==> src/rtl/key_event_pkg.sv <==
// key_event_pkg: event and per-key state types shared by key_event_ctrl and key_fsm.
package key_event_pkg;
  typedef enum logic [1:0] {
    EV_PRESS   = 2'd0,
    EV_LONG    = 2'd1,
    EV_REPEAT  = 2'd2,
    EV_RELEASE = 2'd3
  } ev_type_t;
  typedef enum logic [1:0] {
    IDLE = 2'd0,
    DOWN = 2'd1,
    HELD = 2'd2
  } key_state_t;
endpackage

==> src/rtl/key_fsm.sv <==
// key_fsm: per-key edge detect, press/long/repeat/release classifier and one-deep pending slot.
// REPEAT events from HELD exist only when KEY_REPEAT_EN is defined; otherwise HELD waits for release.
module key_fsm
  import key_event_pkg::*;
#(
  parameter int LONG_MS   = 1000,
  parameter int REPEAT_MS = 200,
  parameter int CNT_W     = 12
) (
  input  logic     clk,
  input  logic     rst_n,
  input  logic     level,
  input  logic     tick,
  input  logic     grant,
  output logic     pend,
  output ev_type_t pend_type,
  output logic     ovf
);
`ifdef KEY_REPEAT_EN
  localparam bit REP_EN = 1'b1;
`else
  localparam bit REP_EN = 1'b0;
`endif
  key_state_t state_q, state_d;
  logic [CNT_W-1:0] hold_q, hold_d, hold_inc;
  logic prev_q, pend_q, pend_d, ev, rise, fall;
  ev_type_t ptype_q, ptype_d, ev_t;

  assign rise = level & ~prev_q;
  assign fall = ~level & prev_q;
  assign hold_inc = (&hold_q) ? hold_q : hold_q + 1'b1;

  // Release is checked before tick so a fall always wins over a same-cycle tick.
  always_comb begin
    state_d = state_q;
    hold_d = hold_q;
    ev = 1'b0;
    ev_t = EV_PRESS;
    if (state_q == IDLE) begin
      if (rise) begin
        ev = 1'b1;
        hold_d = '0;
        state_d = DOWN;
      end
    end else if (fall) begin
      ev = 1'b1;
      ev_t = EV_RELEASE;
      state_d = IDLE;
    end else if (tick && state_q == DOWN) begin
      if (hold_q == CNT_W'(LONG_MS - 1)) begin
        ev = 1'b1;
        ev_t = EV_LONG;
        hold_d = '0;
        state_d = HELD;
      end else hold_d = hold_inc;
    end else if (tick && REP_EN) begin
      if (hold_q == CNT_W'(REPEAT_MS - 1)) begin
        ev = 1'b1;
        ev_t = EV_REPEAT;
        hold_d = '0;
      end else hold_d = hold_inc;
    end
    pend_d = ev | (pend_q & ~grant);
    ptype_d = ev ? ev_t : ptype_q;
  end

  assign ovf = ev & pend_q & ~grant;
  assign pend = pend_q;
  assign pend_type = ptype_q;

  always_ff @(posedge clk or negedge rst_n) begin
    if (!rst_n) begin
      state_q <= IDLE;
      hold_q <= '0;
      prev_q <= 1'b0;
      pend_q <= 1'b0;
      ptype_q <= EV_PRESS;
    end else begin
      state_q <= state_d;
      hold_q <= hold_d;
      prev_q <= level;
      pend_q <= pend_d;
      ptype_q <= ptype_d;
    end
  end
endmodule

==> src/rtl/key_event_ctrl.sv <==
// key_event_ctrl: shared ms prescaler, per-key event FSMs and a round-robin valid/ready event stream.
// Define KEY_REPEAT_EN to enable auto-repeat events while a key stays held.
module key_event_ctrl
  import key_event_pkg::*;
#(
  parameter int NUM_KEYS  = 4,
  parameter int TICK_DIV  = 50000,
  parameter int LONG_MS   = 1000,
  parameter int REPEAT_MS = 200,
  parameter int CNT_W     = 12
) (
  input  logic                        clk,
  input  logic                        rst_n,
  input  logic [NUM_KEYS-1:0]         key_level,
  output logic                        ev_valid,
  input  logic                        ev_ready,
  output logic [$clog2(NUM_KEYS)-1:0] ev_key,
  output logic [1:0]                  ev_type,
  output logic                        overflow,
  input  logic                        clear_ovf
);
  localparam int KW = $clog2(NUM_KEYS);
  localparam int PW = TICK_DIV > 1 ? $clog2(TICK_DIV) : 1;

  logic [PW-1:0] cnt_q, cnt_d;
  logic tick, load, found;
  logic [NUM_KEYS-1:0] pend, ovf, grant;
  ev_type_t pend_type [NUM_KEYS];
  logic [KW-1:0] rr_q, rr_d, sel, idx;
  logic ev_valid_q, ev_valid_d, overflow_q, overflow_d;
  logic [KW-1:0] ev_key_q, ev_key_d;
  ev_type_t ev_type_q, ev_type_d;

  assign tick = cnt_q == PW'(TICK_DIV - 1);
  assign cnt_d = tick ? '0 : cnt_q + 1'b1;
  assign load = ~ev_valid_q | ev_ready;

  for (genvar k = 0; k < NUM_KEYS; k++) begin : g_key
    key_fsm #(
      .LONG_MS(LONG_MS),
      .REPEAT_MS(REPEAT_MS),
      .CNT_W(CNT_W)
    ) u_fsm (
      .clk(clk),
      .rst_n(rst_n),
      .level(key_level[k]),
      .tick(tick),
      .grant(grant[k]),
      .pend(pend[k]),
      .pend_type(pend_type[k]),
      .ovf(ovf[k])
    );
  end

  // Search starts just after the last granted key so every key gets a turn.
  always_comb begin
    found = 1'b0;
    sel = rr_q;
    idx = rr_q;
    for (int i = 1; i <= NUM_KEYS; i++) begin
      idx = KW'((int'(rr_q) + i) % NUM_KEYS);
      if (!found && pend[idx]) begin
        found = 1'b1;
        sel = idx;
      end
    end
  end

  assign grant = (load && found) ? NUM_KEYS'(1) << sel : '0;

  always_comb begin
    ev_valid_d = load ? found : ev_valid_q;
    ev_key_d = (load && found) ? sel : ev_key_q;
    ev_type_d = (load && found) ? pend_type[sel] : ev_type_q;
    rr_d = (load && found) ? sel : rr_q;
    overflow_d = (|ovf) ? 1'b1 : clear_ovf ? 1'b0 : overflow_q;
  end

  always_ff @(posedge clk or negedge rst_n) begin
    if (!rst_n) begin
      cnt_q <= '0;
      rr_q <= KW'(NUM_KEYS - 1);
      ev_valid_q <= 1'b0;
      ev_key_q <= '0;
      ev_type_q <= EV_PRESS;
      overflow_q <= 1'b0;
    end else begin
      cnt_q <= cnt_d;
      rr_q <= rr_d;
      ev_valid_q <= ev_valid_d;
      ev_key_q <= ev_key_d;
      ev_type_q <= ev_type_d;
      overflow_q <= overflow_d;
    end
  end

  assign ev_valid = ev_valid_q;
  assign ev_key = ev_key_q;
  assign ev_type = ev_type_q;
  assign overflow = overflow_q;
endmodule

==> config.mk <==
export PLATFORM = sky130hd
export DESIGN_NAME = key_event_ctrl
export DESIGN_NICKNAME = d
export VERILOG_FILES = /design/src/rtl/key_event_pkg.sv /design/src/rtl/key_fsm.sv /design/src/rtl/key_event_ctrl.sv
export SDC_FILE = /design/constraint.sdc
export NUM_CORES = 1
export LEC_CHECK = 0
export BUFFER_PORTS_ARGS = -buffer_cell sky130_fd_sc_hd__buf_2
export CAP_MARGIN = 20
export CELL_PAD_IN_SITES_DETAIL_PLACEMENT = 0
export CELL_PAD_IN_SITES_GLOBAL_PLACEMENT = 2
export CORE_MARGIN = 2
export CORE_UTILIZATION = 36
export DETAILED_ROUTE_END_ITERATION = 8
export GPL_ROUTABILITY_DRIVEN = 0
export PLACE_DENSITY_LB_ADDON = 0.1
export SKIP_LAST_GASP = 1
export SLEW_MARGIN = 5
export SYNTH_ARGS = -nofsm -noshare
export SYNTH_HDL_FRONTEND = slang
export SYNTH_SLANG_ARGS = --single-unit
==> constraint.sdc <==
create_clock -name clk -period 2.07 [get_ports clk]
set_input_delay 0.207 -clock clk [delete_from_list [all_inputs] [get_ports clk]]
set_output_delay 0.207 -clock clk [all_outputs]
set_load 0.03 [all_outputs]
==> results of run 1 <==
## power by group through the flow
| stage | registers [uW] | clock network (uW) | logic, uW |
|---|---|---|---|
| after global routing | 2350 | 1720 | 1590 |
| after global placement | 2330 | 0 | 1330 |
| after CTS | 2310 | 1660 | 1360 |
| after floorplan | 2410 | 0 | 705 |
| after detailed placement | 2340 | 0 | 1340 |
| final | 2310 | 1600 | 1420 |
## metal layers
| layer | global-route usage, % | vias up | routed length (um) |
|---|---|---|---|
| met5 | 0 | - | 0 |
| met4 | 7.54 | 0 | 199 |
| met3 | 2.56 | 12 | 269 |
| met2 | 30.7 | 48 | 6360 |
| met1 | 23.4 | 2208 | 5980 |
| li1 | - | 2265 | - |
## worst reg2reg max path, stage by stage (launching register included)
cell     delay (ns)
dfrtp_1        0.40
nor4b_4        0.40
nand4_4        0.12
buf_4          0.19
a211o_1        0.30
or4_1          0.42
xor2_1         0.16
nor2_1         0.06
## cells by family after synthesis
kind of cell	synth area share (%)
compound gates	19.8
xor+xnor	3.64
fa+ha+maj	1.24
buf+inv	2.55
flops	47.6
mux	0.990
simple gates	24.2
## path summary, 6_finish.rpt
path,start,endpoint,slack [ns],cells after the start
min in group asynchronous,rst_n,g_key[2].u_fsm.hold_q[3],0.27,2
worst min register to register,ev_type[0],ev_type[0],0.47,1
worst max register to register,cnt_q[11],g_key[1].u_fsm.hold_q[11],-0.09,7
max in group asynchronous,rst_n,cnt_q[10],1.13,3
worst min-delay path,key_level[2],g_key[2].u_fsm.prev_q,0.03,1
worst max-delay path,cnt_q[11],g_key[1].u_fsm.hold_q[11],-0.09,7
## cells in the mapped netlist, drive strengths merged (10+ instances only)
cell type  instances
dfrtp             94
o21ai             56
nand2             54
nor2              49
a21oi             35
nand3             29
inv               24
and3              18
nand4             15
o31ai             12
xnor2             11
nor3              10
xor2              10
## stage by stage
stage | cells | power [uW] | hold slack (ns) | area, sq um
after floorplan | 554 | 3110 | -0.0886 | 5080
after global placement | 822 | 3660 | 0.0966 | 5980
after detailed placement | 822 | 3680 | 0.0995 | 5980
after CTS | 841 | 5330 | 0.0190 | 6340
after global routing | 852 | 5670 | 0.0326 | 6620
final | 852 | 5320 | 0.0340 | 6620
## final cells by class
class / instances / share of cell area (%)
inverters: 24 / 1.36
flip-flops and latches: 96 / 36.3
multi-input cells: 425 / 42.2
clock buffers: 15 / 4.04
clock inverters: 1 / 0.0756
well taps: 180 / 3.40
repair buffers: 111 / 12.6
## registers in the layout (all words and copies together) (netlist names)
register / cells
g_key.u_fsm.pend_type: 8
rr_q: 2
ev_type: 2
ev_valid: 1
g_key.u_fsm.hold_q: 48
g_key.u_fsm.pend: 4
ev_key: 2
g_key.u_fsm.prev_q: 4
overflow: 1
g_key.u_fsm.state_q: 8
cnt_q: 16
## repair_timing
item	4_1_cts	5_1_grt
hold buffers	1	0
endpoints found under the setup margin	38	53
gates resized for setup	13	53
endpoints found under the hold margin	16	0
pin swaps	9	7
setup buffers	2	10
cloned	0	1
==> results.md, run 1 <==
- Crit. End Element: register
- Bufs on Longest Clock Path: 2
- Detailed Route WL: 12800 um
- Reg area: about 2400 sq um
- GRT Resource Usage Total: a little under a fifth
- Final worst slack: -0.0857 ns
- Nets: 680
- Clock transition at path regs: 0.07 ns
- Combinational fraction of design power: a little over a quarter
- RSZ-0062 raised after global routing: true
- Drt first pass iters: 6
- Share of cells above drive strength 1: between 20% and 30%
- Clk Latency, worst-skew pair: ~0.35 ns
- Crit path max-delay family: simple AND/OR/NAND/NOR gates
- Max transition margin: around three fifths
- DIE HEIGHT: 123 um
- Cell area power density: roughly 800 nW/um^2
- Asr flop ratio synth: 100%
- Yosys cell types: 58
- Remaining Overflow, GRT: 0
- Max Cap Violations: 0
- Status: finished with violations
- Hold crit path type: in -> reg
- Final min period: between 2 and 2.5 ns
- Net count after synthesis: about 570
- Slew Viols, Final: 0
- Via density: 5.32
- 1st-iter DRT viols: 365
- P_int: between 3000 and 4000 uW
- Avg WL per Cell: 15.0 um
- Post-synthesis instance area: slightly above 5000 sq um
- Ys Warns: 0
- Initial antenna violation count: 0
- Sw power: between 1500 and 2000 uW
- Crit-path cells: nor4b_4, nand4_4, buf_4, a211o_1, or4_1, xor2_1, nor2_1
- Io pins: 14
- Gate Count Post-Synth: ~550
- Register bit count reported by yosys: 96
- Syn Area/Cell: between 9 and 10 sq um
- Area of the multi-input gates: ~2800 sq um
- Port Buf Inserts: 13
- CP Class: reg -> reg
- Fillers: approximately 1300
- Most common cell after layout, fill and taps aside: dfrtp_1
- Leak: between 0.002 and 0.003 uW
- Vias: roughly 4500
- Critical path arrival: roughly 2.4 ns
- Final Core Density: 47.9%
- H-tree depth: 3
- Critical path data required time: about 2.3 ns
- Clk pwr share: approximately 30%
- Max VDD drop: around 0.00038 V
- Crit share post-route: 104%
- Seq pwr share: roughly 43%
- Skew final: about 0.0082 ns
- Critical path's slowest cell: or4_1
- Most frequent cells in the layout: 94 x dfrtp_1, 93 x buf_4, 54 x nand2_1
- Die area: between 15000 and 20000 sq um
- Failing checks: setup timing
- Synth area leaders: dfrtp_1 47%, o21ai_0 5.2%, nand2_1 4.0%, nor2_1 3.6%, a21oi_1 3.4%
- Worst path bufs/invs: 1
- Final Hold Vio Count: 0
- Area Growth Syn to Fin: 31.0%
- Area share of the leading cell type in the synthesized netlist: between 40 and 50%
- DIE WIDTH: between 100 and 150 um
- Root Buffer: clkbuf_16
- CTS Sinks: 96
- Diode count: 0
- Place WS: -0.155 ns
- Num rows: 43
- Fin Setup TNS: -0.416 ns
- Number of synthesized flops with an enable pin: 0
- Initial Util: a little over a third
- Post-DP HPWL: about 9000 um
- Share of the yosys chip area belonging to registers: 47.6%
- First-pass GRT wire length: ~22000 um
- CTS tree: yes
- Core ar.: about 14000 sq um
- Number of global-route vias before repair: around 4600
- FMAX: 464 MHz
- Pin count of the biggest net entering global routing: 52
- Critical path fanouts, max: 4
- Top_reg_cell synth: dfrtp_1
- Num CTS Buffers: 9
- DRC Markers: 0
- Biggest area consumer among synthesized cells: dfrtp_1
- Crit path launch type: register
- Final setup viols: 11
- Critical Path Max Stage Delay: approximately 0.42 ns
- Worst-Margin Slew: about 0.58 ns
- Number of nets with antenna violations after routing: 0
- Switch share: between 30% and 40%
(Power assumes the default switching activity.)
==> inputs of run 2 (changes only) <==
--- a/config.mk
+++ b/config.mk
@@ -5,12 +5,13 @@
 export SDC_FILE = /design/constraint.sdc
 export NUM_CORES = 1
 export LEC_CHECK = 0
+export ABC_AREA = 1
 export BUFFER_PORTS_ARGS = -buffer_cell sky130_fd_sc_hd__buf_2
 export CAP_MARGIN = 20
 export CELL_PAD_IN_SITES_DETAIL_PLACEMENT = 0
 export CELL_PAD_IN_SITES_GLOBAL_PLACEMENT = 2
 export CORE_MARGIN = 2
-export CORE_UTILIZATION = 36
+export CORE_UTILIZATION = 33
 export DETAILED_ROUTE_END_ITERATION = 8
 export GPL_ROUTABILITY_DRIVEN = 0
 export PLACE_DENSITY_LB_ADDON = 0.1
==> run 2 against run 1 <==
Compared with the run above: the flow now finishes without violations; setup slack improved by 0.20 ns; die area rose by 20%; cell area is 3.0% higher; clock skew shrank 0.0011 ns; global-route usage shrank 2.4 points; hold slack worse by 0.012 ns; cell count is 23% higher; routed wire length up 5.2%; first-iteration DRC count is 25% lower; via count rose by 9.2%; area after synthesis grew 10%; largest power group is now combinational cells; highest routed layer unchanged.
==> results.md, run 2 <==
- Status: completed
- Post-synthesis instance area: between 5000 and 6000 sq um
- Area Growth Syn to Fin: 22.4%
- Most frequent cells after synthesis: 190 x nand2_1, 108 x inv_1, 94 x dfrtp_1, 75 x nor2_1, 53 x nand3_1
- Leak: approximately 0.0032 uW
- Worst R2R End: overflow
- Ys Warns: 0
- Initial antenna violation count: 0
- Switch share: 41.8%
- Net count after synthesis: roughly 770
- 1st-iter DRT viols: between 200 and 300
- Combinational fraction of design power: about 45%
- CTS Sinks: 96
- Bufs on Longest Clock Path: 2
- WHS: between 0.02 and 0.025 ns
- Via density: 4.71
- Most common cell after layout, fill and taps aside: nand2_1
- Largest registers: g_key.u_fsm.hold_q (48), cnt_q (16)
- Worst hold path depth: 1
- Top_reg_cell synth: dfrtp_1
- Flop2flop setup slack: approximately 0.11 ns
- Seq pwr share: a little under a third
- Detailed Route WL: between 10000 and 15000 um
- FMAX: ~510 MHz
- Register bit count reported by yosys: 96
- Total power draw: 8720 uW
- Share of the yosys chip area belonging to registers: between 40% and 50%
- Final setup viols: 0
- Remaining Overflow, GRT: 0
- RSZ-0062 raised after global routing: true
- Diode count: 0
- Vias: approximately 4900
- GRT Resource Usage Total: between 15 and 20%
- Cell with the most instances after synthesis: nand2_1
- Max transition margin: between 60 and 70%
- Port Buf Inserts: 13
- Share of cells above drive strength 1: 17.2%
- First-pass GRT wire length: 23100 um
- Critical path arrival: approximately 2.2 ns
- Crit path launch type: register
- Hold crit path type: in -> reg
- Clk pwr share: 24.0%
- Syn Area/Cell: roughly 7.4 sq um
- Final min period: around 2 ns
- Most frequent cells in the layout: 181 x nand2_1, 105 x inv_1, 94 x dfrtp_1
- Biggest area consumer among synthesized cells: dfrtp_1
- Max reg flops: 48
- Critical Path Max Stage Delay: 0.63 ns
- Max Cap Violations: 0
- Number of global-route vias before repair: 4947
- P_int: 5080 uW
- Slew Viols, Final: 0
- Num rows: 47
- Crit. End Element: register
- Max VDD drop: between 0.0005 and 0.0006 V
- H-tree depth: 3
- Num CTS Buffers: 9
- Cell area power density: approximately 1300 nW/um^2
- Worst path bufs/invs: 1
- Number of synthesized flops with an enable pin: 0
- Worst R2R Start: rr_q[0]
- Hold_sp: key_level[3]
- Yosys cell types: 43
- Post-DP HPWL: between 9000 and 10000 um
- WHS Endpoint: g_key[3].u_fsm.prev_q
- Die area: about 18000 sq um
- DIE WIDTH: around 130 um
- Core ar.: around 17000 sq um
- Gate Count Post-Synth: 756
- DRC Markers: 0
- Area share of the leading cell type in the synthesized netlist: between 40% and 50%
- Placed Cells: about 1000
- Clock transition at path regs: 0.07 ns
- Number of nets with antenna violations after routing: 0
- Reg with most FFs: g_key.u_fsm.hold_q
- Critical path's slowest cell: dfstp_2
- Fillers: around 1700
- CP Class: reg -> reg
- Avg WL per Cell: 12.8 um
- Nets: approximately 840
- Critical path fanouts, max: 8
- Initial Util: approximately 34%
- Synth area leaders: dfrtp_1 42%, nand2_1 13%, inv_1 7.3%, nor2_1 5.1%, nand3_1 4.8%
- Asr flop ratio synth: 100%
- Clk Latency, worst-skew pair: between 0.3 and 0.4 ns
- Pin count of the biggest net entering global routing: just under 100
- Critical path data required time: roughly 2.3 ns
- Drt first pass iters: 5
- Root Buffer: clkbuf_16
- Io pins: 14
- CTS tree: yes
- Worst-Margin Slew: 0.569 ns
- Crit path max-delay family: simple AND/OR/NAND/NOR gates
- Skew final: between 0.007 and 0.008 ns
- Crit share post-route: between 90% and 100%
- DIE HEIGHT: about 130 um
- FF-to-FF path depth: 12
- Crit-path cells: buf_6, nand2_1, nand2_2, nand2_1, nand2_2, nand3_4, nand2_4, nand2_4, nor2_4, nand2_1, nand2_1, nand4_1
- Cell mode on critical path: nand2_1
- Final Hold Vio Count: 0
- Final instance count without filler cells: 1050
- Sw power: 3640 uW
==> run 2: cells by family (layout without fill, tap and decap cells) <==
| family | Yosys count | count (layout) | synth area share [%] |
|---|---|---|---|
| DFF | 96 | 96 | 43.1 |
| xor gates and xnor gates | 17 | 17 | 2.67 |
| and+or+nand+nor | 411 | 412 | 32.8 |
| adders and majority gates | 5 | 5 | 1.12 |
| AOI/OAI and AO/OA | 98 | 98 | 10.4 |
| buffers and inverters | 129 | 202 | 9.88 |
==> run 2: how the worst max path moves through the flow <==
stage	start	end	cells after the start
6_report	rr_q[0]	overflow	12
5_1_grt	cnt_q[1]	g_key[3].u_fsm.hold_q[3]	12
4_1_cts	rr_q[0]	overflow	13
3_5_place_dp	rr_q[0]	overflow	13
3_3_place_gp	rr_q[0]	overflow	13
2_1_floorplan	rr_q[0]	ev_type[0]	15
==> run 2: timing repair <==
action,CTS,global route
endpoints found under the setup margin,1,32
gates cloned,0,3
buffers inserted,1,9
pin swaps,0,18
hold endpoints to repair,97,0
hold buffers,4,0
gates resized for setup,1,39
==> run 2: metrics by stage <==
stage / instance area [sq um] / TNS, ns / worst slack (ns) / util [%]
2_1_floorplan: 5570 / 0 / 0.314 / -
3_3_place_gp: 6150 / -0.0796 / -0.0796 / 37.2
3_5_place_dp: 6150 / -0.0524 / -0.0524 / 37.2
4_1_cts: 6580 / 0 / 0.0145 / 39.8
5_1_grt: 6830 / -0.545 / -0.0706 / 41.3
6_report: 6830 / 0 / 0.110 / 41.3
==> run 2: per-layer routing <==
layer / GRT usage [%] / share of wire [%] / vias to the layer above
met3: 2.91 / 2.2 / 14
met4: 5.08 / 1.4 / 0
li1: - / - / 2590
met5: 0 / 0 / -
met1: 20.3 / 47 / 2298
met2: 26.8 / 49 / 47
==> run 2: cell type report <==
class | instances | area (sq um) | area share [%]
Multi-Input combinational cell | 532 | 2740 | 40.2
Timing Repair Buffer | 66 | 564 | 8.27
Tap cell | 220 | 275 | 4.03
Clock inverter | 6 | 138 | 2.02
Clock buffer | 10 | 239 | 3.50
Sequential cell | 96 | 2400 | 35.2
Inverter | 120 | 462 | 6.76
==> run 2: power by group through the flow <==
stage	Combinational [uW]	Clock [uW]	Sequential (uW)
final	3880	2090	2740
after global routing	4380	2240	2810
after CTS	3440	2180	2740
after detailed placement	3370	0	2770
after global placement	3380	0	2760
after floorplan	2360	0	2770
==> inputs of run 3 (changes only) <==
--- a/config.mk
+++ b/config.mk
@@ -11,7 +11,7 @@
 export CELL_PAD_IN_SITES_DETAIL_PLACEMENT = 0
 export CELL_PAD_IN_SITES_GLOBAL_PLACEMENT = 2
 export CORE_MARGIN = 2
-export CORE_UTILIZATION = 33
+export CORE_UTILIZATION = 37
 export DETAILED_ROUTE_END_ITERATION = 8
 export GPL_ROUTABILITY_DRIVEN = 0
 export PLACE_DENSITY_LB_ADDON = 0.1
==> constraint.sdc (replaced) <==
create_clock -name clk -period 2.2 [get_ports clk]
set_input_delay 0.22 -clock clk [delete_from_list [all_inputs] [get_ports clk]]
set_output_delay 0.22 -clock clk [all_outputs]
set_load 0.03 [all_outputs]
==> run 3 against run 2 <==
Compared with the run above: setup slack better by 0.067 ns; clock power down 16%; combinational power down 23%; first-iteration DRC count down 2.9%; cell count down 6.5%; power down 16%; routed wire length down 6.4%; maximum frequency down 3.1%; die area down 10%; non-clock buffer count down 31; critical path depth up 3; global-route usage up 1.4 points.
==> results.md, run 3 (same netlist as run 2, synthesis figures left out) <==
- Clock transition at path regs: 0.07 ns
- Slew Viols, Final: 0
- Seq pwr share: around a third
- Initial antenna violation count: 0
- Number of nets with antenna violations after routing: 0
- Post-DP HPWL: roughly 9600 um
- Io pins: 14
- DIE HEIGHT: ~130 um
- Largest registers: g_key.u_fsm.hold_q (48), cnt_q (16)
- Diode count: 0
- Status: completed
- RSZ-0062 raised after global routing: true
- Nets: 806
- Max VDD drop: between 0.0004 and 0.0005 V
- WHS: a little under 0.03 ns
- First-pass GRT wire length: between 20000 and 25000 um
- Avg WL per Cell: ~13 um
- Max reg flops: 48
- Crit. End Element: register
- Cell area power density: approximately 1200 nW/um^2
- Reg with most FFs: g_key.u_fsm.hold_q
- Final setup viols: 0
- Root Buffer: clkbuf_16
- Core ar.: 14600 sq um
- FMAX: between 400 and 500 MHz
- Final instance count without filler cells: between 900 and 1000
- Skew final: between 0.008 and 0.009 ns
- Port Buf Inserts: 13
- Via density: ~5.0
- Remaining Overflow, GRT: 0
- P_int: between 4000 and 5000 uW
- Most frequent cells in the layout: 190 x nand2_1, 108 x inv_1, 94 x dfrtp_1
- Switch share: a little over two fifths
- Clk Latency, worst-skew pair: between 0.3 and 0.4 ns
- Critical path arrival: 2.26 ns
- H-tree depth: 3
- Bufs on Longest Clock Path: 2
- Sw power: approximately 3100 uW
- Vias: just under 5000
- Drt first pass iters: 4
- Final Core Density: around 43%
- Hold crit path type: in -> reg
- GRT Resource Usage Total: 17.2%
- Number of global-route vias before repair: ~5000
- Area Growth Syn to Fin: 13.1%
- Crit path launch type: register
- CP Class: reg -> reg
- Crit share post-route: 92.0%
- Placed Cells: 961
- CTS tree: yes
- Leak: between 0.002 and 0.003 uW
- Combinational fraction of design power: approximately two fifths
- Critical path fanouts, max: 9
- 1st-iter DRT viols: 267
- DRC Markers: 0
- Total power draw: between 7000 and 8000 uW
- DIE WIDTH: 127 um
- Worst-Margin Slew: around 0.44 ns
- Pin count of the biggest net entering global routing: 52
- Fin Setup TNS: 0 ns
- Critical path data required time: approximately 2.4 ns
- Die area: 16100 sq um
- Final min period: 2.02 ns
- CTS Sinks: 96
- Clk pwr share: 24.0%
- Final Hold Vio Count: 0
- Most common cell after layout, fill and taps aside: nand2_1
- Max Cap Violations: 0
- Share of cells above drive strength 1: roughly 11%
- Initial Util: a little under two fifths
- Max transition margin: between 70% and 80%
- Num rows: 44
- Num CTS Buffers: 9
- Detailed Route WL: roughly 13000 um
run 3: cell count changes in the layout (fill, tap and decap cells not counted), sizes merged:
cell and change:
clkbuf +1, clkinv +1, buf -30, nand2 -1, bufinv -2, inv -1
run 3: per-layer routing:
| layer | wire (um) | GRT usage, % | part of all wire (%) | up-vias |
|---|---|---|---|---|
| met5 | 0 | 0 | 0 | - |
| met4 | 238 | 5.69 | 1.9 | 0 |
| met3 | 395 | 4.13 | 3.1 | 21 |
| met2 | 6040 | 29.3 | 48 | 70 |
| li1 | - | - | - | 2530 |
| met1 | 5940 | 21.5 | 47 | 2268 |
run 3: area by class of cell:
type / count / area, sq um
tap: 184 / 230
sequential: 96 / 2400
timing repair buffer: 35 / 255
clock buffer: 12 / 256
fill: 1512 / 8340
multi-input combinational: 531 / 2630
inverter: 120 / 455
clock inverter: 4 / 76.3
run 3: stage by stage:
stage          instance area [sq um]  worst slack (ns)
6_report                        6300             0.176
5_1_grt                         6300           -0.0199
4_1_cts                         6290             0.164
3_5_place_dp                    5910             0.178
3_3_place_gp                    5910             0.178
2_1_floorplan                   5570             0.444
run 3: path summary, 6_finish.rpt:
check | slack [ns] | endpoint | depth (start not counted) | start
worst min-delay path | 0.03 | g_key[3].u_fsm.prev_q | 1 | key_level[3]
max in group asynchronous | 1.17 | rr_q[0] | 3 | rst_n
worst max-delay path | 0.18 | ev_type[0] | 15 | rr_q[0]
worst min register to register | 0.46 | cnt_q[0] | 1 | cnt_q[0]
worst max register to register | 0.18 | ev_type[0] | 15 | rr_q[0]
min in group asynchronous | 0.36 | g_key[3].u_fsm.hold_q[7] | 2 | rst_n
run 3: critical path, cell delays in order (launching register included):
cell and delay [ns]:
dfstp_2 0.63, inv_4 0.07, nand2_1 0.06, nand2_1 0.10
nand2_2 0.12, nand2_4 0.07, inv_2 0.07, nand2_1 0.05
nand2_1 0.05, nand3_1 0.09, nand2_1 0.16, inv_1 0.11
o211ai_1 0.09, nand2_1 0.11, nand2_1 0.08, nand2_1 0.05
run 3: power by group through the flow:
stage / Clock [uW] / Sequential, uW / Combinational (uW)
floorplan: 0 / 2600 / 2220
global placement: 0 / 2610 / 2970
detailed placement: 0 / 2620 / 2980
CTS: 1830 / 2590 / 2990
global route: 1900 / 2670 / 3440
finish: 1760 / 2580 / 2990
run 3: timing repair:
item                                    4_1_cts  5_1_grt
endpoints found under the setup margin        0        3
hold buffers                                  4        0
gates resized for setup                       0        4
endpoints found under the hold margin        33        0
setup buffers                                 0        1
